### src/rtl/opb_s2p_pkg.sv
// Shared definitions for the Simulink-to-PPC snapshot register: word offsets, field positions, bus states.
// Pure declarations, no timing; status word packing lives here so every reader sees the same layout.
package opb_s2p_pkg;

    localparam int CNT_W = 16;

    // Word offsets within the 256-byte window (byte offset >> 2)
    localparam logic [5:0] OFF_DATA   = 6'd0;
    localparam logic [5:0] OFF_STATUS = 6'd1;
    localparam logic [5:0] OFF_CTRL   = 6'd2;

    localparam int ST_FRESH    = 0;
    localparam int ST_OVERRUN  = 1;
    localparam int ST_CNT_LSB  = 16;
    localparam int CTRL_FREEZE = 0;

    typedef enum logic [1:0] {
        IDLE = 2'd0,
        ACK  = 2'd1,
        WAIT = 2'd2
    } bus_state_t;

    function automatic logic [31:0] pack_status(input logic fresh, input logic overrun,
                                                input logic [CNT_W-1:0] count);
        logic [31:0] w;
        w = '0;
        w[ST_FRESH] = fresh;
        w[ST_OVERRUN] = overrun;
        w[ST_CNT_LSB +: CNT_W] = count;
        return w;
    endfunction

endpackage

### src/rtl/opb_s2p_bus_fsm.sv
// OPB slave front end: window decode, one ack per select assertion, read data forced to zero off-ack.
// Ack arrives one cycle after the hit; holds in WAIT until select drops, so a held select never re-acks.
module opb_s2p_bus_fsm
    import opb_s2p_pkg::*;
#(
    parameter logic [31:0] BASEADDR = 32'h0108F300,
    parameter logic [31:0] HIGHADDR = 32'h0108F3FF
) (
    input  logic        clk,
    input  logic        rst_n,
    input  logic        select,
    input  logic        rnw,
    input  logic [31:0] addr,
    input  logic [31:0] wdata,
    input  logic [31:0] rd_word,
    output logic        req,
    output logic [5:0]  req_off,
    output logic        ack,
    output logic        acc_rnw,
    output logic [5:0]  acc_off,
    output logic [31:0] acc_wdata,
    output logic [31:0] bus_dat
);

    bus_state_t  state, state_nxt;
    logic        hit;
    logic [31:0] byte_off;
    logic        unused_ok;

    assign byte_off  = addr - BASEADDR;
    assign req_off   = byte_off[7:2];
    assign hit       = select && (addr >= BASEADDR) && (addr <= HIGHADDR);
    assign unused_ok = ^{byte_off[31:8], byte_off[1:0]};

    always_comb begin
        state_nxt = state;
        req       = 1'b0;
        case (state)
            IDLE: if (hit) begin
                req       = 1'b1;
                state_nxt = ACK;
            end
            ACK:  state_nxt = WAIT;
            WAIT: if (!select) state_nxt = IDLE;
            default: state_nxt = IDLE;
        endcase
    end

    assign ack     = (state == ACK);
    assign bus_dat = ack ? rd_word : '0;

    // Capture the request so the write lands in the ACK cycle regardless of what the master does next
    always_ff @(posedge clk or negedge rst_n) begin
        if (!rst_n) begin
            state     <= IDLE;
            acc_rnw   <= 1'b1;
            acc_off   <= '0;
            acc_wdata <= '0;
        end else begin
            state <= state_nxt;
            if (req) begin
                acc_rnw   <= rnw;
                acc_off   <= req_off;
                acc_wdata <= wdata;
            end
        end
    end

endmodule

### src/rtl/opb_register_simulink2ppc_snap.sv
// Holds a user-strobed 32-bit sample with fresh/overrun/count/freeze for PPC reads over OPB.
// Read data registered at hit, returned on the following ack cycle; user capture is a single-cycle strobe.
module opb_register_simulink2ppc_snap
    import opb_s2p_pkg::*;
#(
    parameter logic [31:0] C_BASEADDR   = 32'h0108F300,
    parameter logic [31:0] C_HIGHADDR   = 32'h0108F3FF,
    parameter int          C_OPB_AWIDTH = 32,
    parameter int          C_OPB_DWIDTH = 32,
    parameter              C_FAMILY     = "virtex5"
) (
    input  logic                    OPB_Clk,
    input  logic                    OPB_Rst_n,
    input  logic [0:C_OPB_AWIDTH-1] OPB_ABus,
    input  logic [0:3]              OPB_BE,
    input  logic [0:C_OPB_DWIDTH-1] OPB_DBus,
    input  logic                    OPB_RNW,
    input  logic                    OPB_select,
    input  logic                    OPB_seqAddr,
    output logic [0:C_OPB_DWIDTH-1] Sl_DBus,
    output logic                    Sl_xferAck,
    output logic                    Sl_errAck,
    output logic                    Sl_retry,
    output logic                    Sl_toutSup,
    input  logic [31:0]             user_data_in,
    input  logic                    user_valid,
    output logic                    user_fresh
);

    // Ascending bus vectors assign positionally, giving bus bit i <-> register bit 31-i
    logic [31:0] addr, wdata, bus_dat;
    logic        req, ack, acc_rnw;
    logic [5:0]  req_off, acc_off;
    logic [31:0] acc_wdata, rd_word;

    logic [31:0]      data;
    logic             fresh, overrun, freeze;
    logic [CNT_W-1:0] count;
    logic             data_rd, status_wr, ctrl_wr, capture;
    logic             unused_ok;

    assign addr  = OPB_ABus;
    assign wdata = OPB_DBus;

    opb_s2p_bus_fsm #(
        .BASEADDR (C_BASEADDR),
        .HIGHADDR (C_HIGHADDR)
    ) u_bus (
        .clk       (OPB_Clk),
        .rst_n     (OPB_Rst_n),
        .select    (OPB_select),
        .rnw       (OPB_RNW),
        .addr      (addr),
        .wdata     (wdata),
        .rd_word   (rd_word),
        .req       (req),
        .req_off   (req_off),
        .ack       (ack),
        .acc_rnw   (acc_rnw),
        .acc_off   (acc_off),
        .acc_wdata (acc_wdata),
        .bus_dat   (bus_dat)
    );

    assign Sl_DBus    = bus_dat;
    assign Sl_xferAck = ack;
    assign Sl_errAck  = 1'b0;
    assign Sl_retry   = 1'b0;
    assign Sl_toutSup = 1'b0;
    assign user_fresh = fresh;
    assign unused_ok  = ^{OPB_BE, OPB_seqAddr, (C_FAMILY != 0)};

    assign data_rd   = ack &&  acc_rnw && (acc_off == OFF_DATA);
    assign status_wr = ack && !acc_rnw && (acc_off == OFF_STATUS);
    assign ctrl_wr   = ack && !acc_rnw && (acc_off == OFF_CTRL);
    assign capture   = user_valid && !freeze;

    always_ff @(posedge OPB_Clk or negedge OPB_Rst_n) begin
        if (!OPB_Rst_n) begin
            data    <= '0;
            fresh   <= 1'b0;
            overrun <= 1'b0;
            count   <= '0;
            freeze  <= 1'b0;
        end else begin
            if (capture) data <= user_data_in;

            // A new sample outranks a concurrent DATA read clearing the flag
            if (capture)      fresh <= 1'b1;
            else if (data_rd) fresh <= 1'b0;

            // Software clear outranks a concurrent strobe
            if (status_wr) begin
                overrun <= 1'b0;
                count   <= '0;
            end else if (user_valid) begin
                if (freeze || fresh) overrun <= 1'b1;
                if (count != {CNT_W{1'b1}}) count <= count + 1'b1;
            end

            if (ctrl_wr) freeze <= acc_wdata[CTRL_FREEZE];
        end
    end

    always_ff @(posedge OPB_Clk or negedge OPB_Rst_n) begin
        if (!OPB_Rst_n) begin
            rd_word <= '0;
        end else if (req) begin
            case (req_off)
                OFF_DATA:   rd_word <= data;
                OFF_STATUS: rd_word <= pack_status(fresh, overrun, count);
                OFF_CTRL:   rd_word <= {31'd0, freeze};
                default:    rd_word <= '0;
            endcase
        end
    end

endmodule
### config.mk
export PLATFORM = sky130hd
export DESIGN_NAME = opb_register_simulink2ppc_snap
export DESIGN_NICKNAME = d
export VERILOG_FILES = /design/src/rtl/opb_s2p_pkg.sv /design/src/rtl/opb_s2p_bus_fsm.sv /design/src/rtl/opb_register_simulink2ppc_snap.sv
export SDC_FILE = /design/constraint.sdc
export NUM_CORES = 1
export LEC_CHECK = 0
export ABC_CLOCK_PERIOD_IN_PS = 2100
export CORE_MARGIN = 4
export CORE_UTILIZATION = 47
export CTS_CLUSTER_SIZE = 16
export DETAILED_ROUTE_END_ITERATION = 10
export GPL_TIMING_DRIVEN = 1
export PLACE_DENSITY = 0.9
export SLEW_MARGIN = 20
export SYNTH_ARGS = -nofsm -noshare
export SYNTH_HDL_FRONTEND = slang
export SYNTH_SLANG_ARGS = --single-unit
export TNS_END_PERCENT = 100
### constraint.sdc
create_clock -name OPB_Clk -period 2.1 [get_ports OPB_Clk]
set_input_delay 0.42 -clock OPB_Clk [delete_from_list [all_inputs] [get_ports OPB_Clk]]
set_output_delay 0.42 -clock OPB_Clk [all_outputs]
set_load 0.05 [all_outputs]
==> results.toml <==
[run_status]
outcome = "complete, no violations"

[cells_and_area]
insertedDiodeCount = 0
drive_above_1_share_pct = 22.46
area_growth_pct = 41.68
final_util_pct = 68.58
layout.nets = 623

[grt]
grt.total_usage_pct = 20.30
use_met1_pct = 25.07
grt_busiest_layer = "met2"
met3_usage_pct = 3.980
gr-usage-met2_pct = 35.06
grt_pass1_vias = 3735
grt_overflow_total = 0
grt_max_degree = 40
grt_pass1_wl_mm = 18.29
antenna_found_initial = 0

[yosys]
synth.avg_cell_area_um2 = 11.38
ys_ff_latch = 93
netlist.area_leader.share_pct = 51.22
yosysWarnings = 0
synth.area.top_cells = "dfrtp_1 (51%), mux2_2 (8.5%), mux2i_1 (7.8%)"
netlist_instances = 395
synth_cell_types = 39
syn_area_um2 = 4494
yosys.area.top_type = "dfrtp_1"
ys_seq_area_share_pct = 51.81

[timing]
max_freq_ghz = 0.5055
finalMaxSlewViolations = 0
fin_skew_ns = 0.005707
setup_violations = 0
timing.setup.tns_ns = 0
period_minus_slack_ns = 1.978
final_hold_viol_count = 0
rsz0062_at_grt = "no"
timing.hold.ws_ns = 0.01576
period_share_pct = 94.20

[clock_tree]
cts-root-buf = "clkbuf_8"
clk-insertion-delay-late_ns = 0.36
clockBufferDepth = 2
cts_sinks = 93
cts-resized-gates = 0
path_clk_slew_ns = 0.09
numCtsBuffers = 9
cts_hold_buf = 0
cts_tree = "done"
cts.htree.levels = 3
post_cts_buffers = 0

[floorplan]
io_pins = 143
die_h_um = 105.8
core-area_um2 = 9284
core.rowCount = 35
die_x_um = 105.8
die-area_um2 = 11190
initial_core_util_pct = 48.41

[worst_setup_path]
r2r_start = "u_bus.state[1]"
r2r_end = "rd_word[10]"
path_max_fanout = 16
ff2ff_setup_slack_ns = 0.23
required_ns = 2.38
cp-start-kind = "input pin"
end_kind = "register"
path_class = "in2reg"
worstPathArrival_ns = 2.26
rr_worst_depth = 7

[worst_hold_path]
hold_class = "in2async"

[drt]
routedWlPerCell_um = 17.52
drt_iter0_drc = 174
first_pass_iters = 5
drc = 0
viasPerCell = 5.417
drt-total-wl_mm = 11.39
antenna_left = 0
vias = 3521

[place]
hpwl_mm = 8.181
port_buffers = 101
routabilityCongestion = 0.8561

[run]
drv_cap = 0

[power_and_ir_drop]
max-vdd-ir-drop_mv = 0.5095
leakage_nw = 2.798
power_density_nw_per_um2 = 581.7
-- metal layers --
metal  wire length, µm  vias to the layer above
met3               786                       19
met2              5783                      141
met1              4573                     1731
met5                 0                        -
met4               241                        0
li1                  -                     1630
-- Yosys cell counts --
cell type and number:
dfstp_2 1, dfrtp_1 92, or4_1 6, clkbuf_1 11, nand4_1 6, mux2i_1 35
nor4_2 1, o21ai_1 1, buf_1 1, o41ai_1 2, buf_4 7, nand2_1 26
nand3b_1 2, mux2_2 34, nor2b_1 2, nand3_1 8, or3_1 6, mux2_1 24
and4_1 1, nor4_1 3, o21ai_0 8, o31ai_1 6, nor3b_1 3, nand4b_1 2
conb_1 1, a31oi_1 1, nand2b_1 4, and2_1 35, inv_1 19, and3_1 2
ha_1 1, xor2_1 1, o311ai_0 3, nor2_1 20, buf_2 1, nor4_4 1
a21oi_1 11, nor4b_1 4, nor3_1 3
-- through the flow --
| step | setup WS, ns | power [mW] | instances | area, µm² |
|---|---|---|---|---|
| after floorplan | 0.1551 | 2.224 | 397 | 4503 |
| after global placement | -0.3074 | 2.461 | 632 | 6127 |
| after detailed placement | -0.3428 | 2.497 | 632 | 6127 |
| after CTS | 0.02826 | 3.725 | 648 | 6335 |
| after global routing | 0.03259 | 3.856 | 650 | 6367 |
| final | 0.1218 | 3.704 | 650 | 6367 |
-- cell families (layout without fill, tap and decap cells) --
kind of cell,count (synthesis),in the layout,synth area share [%]
compound gates,32,32,4.343
xor+xnor,1,1,0.1949
fa+ha+maj,1,1,0.2784
buf+inv,39,163,3.870
flops,93,93,51.81
mux,93,93,22.33
other cells,1,3,0.08344
simple gates,135,135,17.09
-- cells in the final DEF, fill, tap and decap left out, types with 2 or more instances in the layout --
| cell | synthesis | layout |
|---|---|---|
| mux2i_1 | 35 | 35 |
| nand2b_1 | 4 | 4 |
| nor4b_1 | 4 | 4 |
| buf_12 | 0 | 36 |
| mux2_2 | 34 | 34 |
| nor4_1 | 3 | 3 |
| inv_1 | 19 | 19 |
| nand4b_1 | 2 | 2 |
| and2_1 | 35 | 35 |
| o41ai_1 | 2 | 2 |
| nand3_1 | 8 | 8 |
| nand3b_1 | 2 | 2 |
| o311ai_0 | 3 | 3 |
| nor2_1 | 20 | 19 |
| clkbuf_8 | 0 | 10 |
| o21ai_0 | 8 | 8 |
| nor3_1 | 3 | 3 |
| nand4_1 | 6 | 6 |
| or4_1 | 6 | 6 |
| a21oi_1 | 11 | 11 |
| mux2_1 | 24 | 24 |
| buf_4 | 7 | 25 |
| nor3b_1 | 3 | 3 |
| conb_1 | 1 | 3 |
| o31ai_1 | 6 | 6 |
| clkinvlp_4 | 0 | 3 |
| nand2_1 | 26 | 26 |
| or3_1 | 6 | 6 |
| and3_1 | 2 | 2 |
| dfrtp_1 | 92 | 92 |
| clkdlybuf4s50_1 | 0 | 66 |
-- registers in the layout (all words and copies together) (netlist names) --
signal / count
u_bus.acc_off: 6
freeze: 1
user_fresh: 1
count: 16
data: 32
overrun: 1
u_bus.state: 2
u_bus.acc_wdata: 1
u_bus.acc_rnw: 1
rd_word: 32
-- worst max-delay path: stages --
cell	delay, ns
clkdlybuf4s50_1	0.41
or3_1	0.42
nor4_4	0.28
buf_4	0.18
buf_12	0.15
buf_12	0.17
mux2i_1	0.21
-- worst max-delay path by stage --
stage                         startpoint          end  depth (start not counted)
after floorplan           u_bus.state[1]   Sl_DBus[1]                          4
after global placement       OPB_ABus[6]  rd_word[23]                          6
after detailed placement      OPB_select   rd_word[7]                          7
after CTS                     OPB_select   rd_word[4]                          7
after global routing          OPB_select   rd_word[7]                          8
final                       OPB_ABus[13]  rd_word[10]                          7
-- where the power goes --
part           internal [mW]  leakage (nW)  switching, mW
clock                  0.589        0.0951          0.652
sequential              1.90          1.11          0.103
combinational          0.265          1.59          0.200
-- cell type report --
type	count	area, µm²
Clock inverter	6	70.07
Fill cell	641	2917
Multi-Input combinational cell	265	2004
Tap cell	129	161.4
Inverter	19	71.32
Clock buffer	10	137.6
Sequential cell	93	2328
Timing Repair Buffer	128	1594
(Power assumes the default switching activity.)
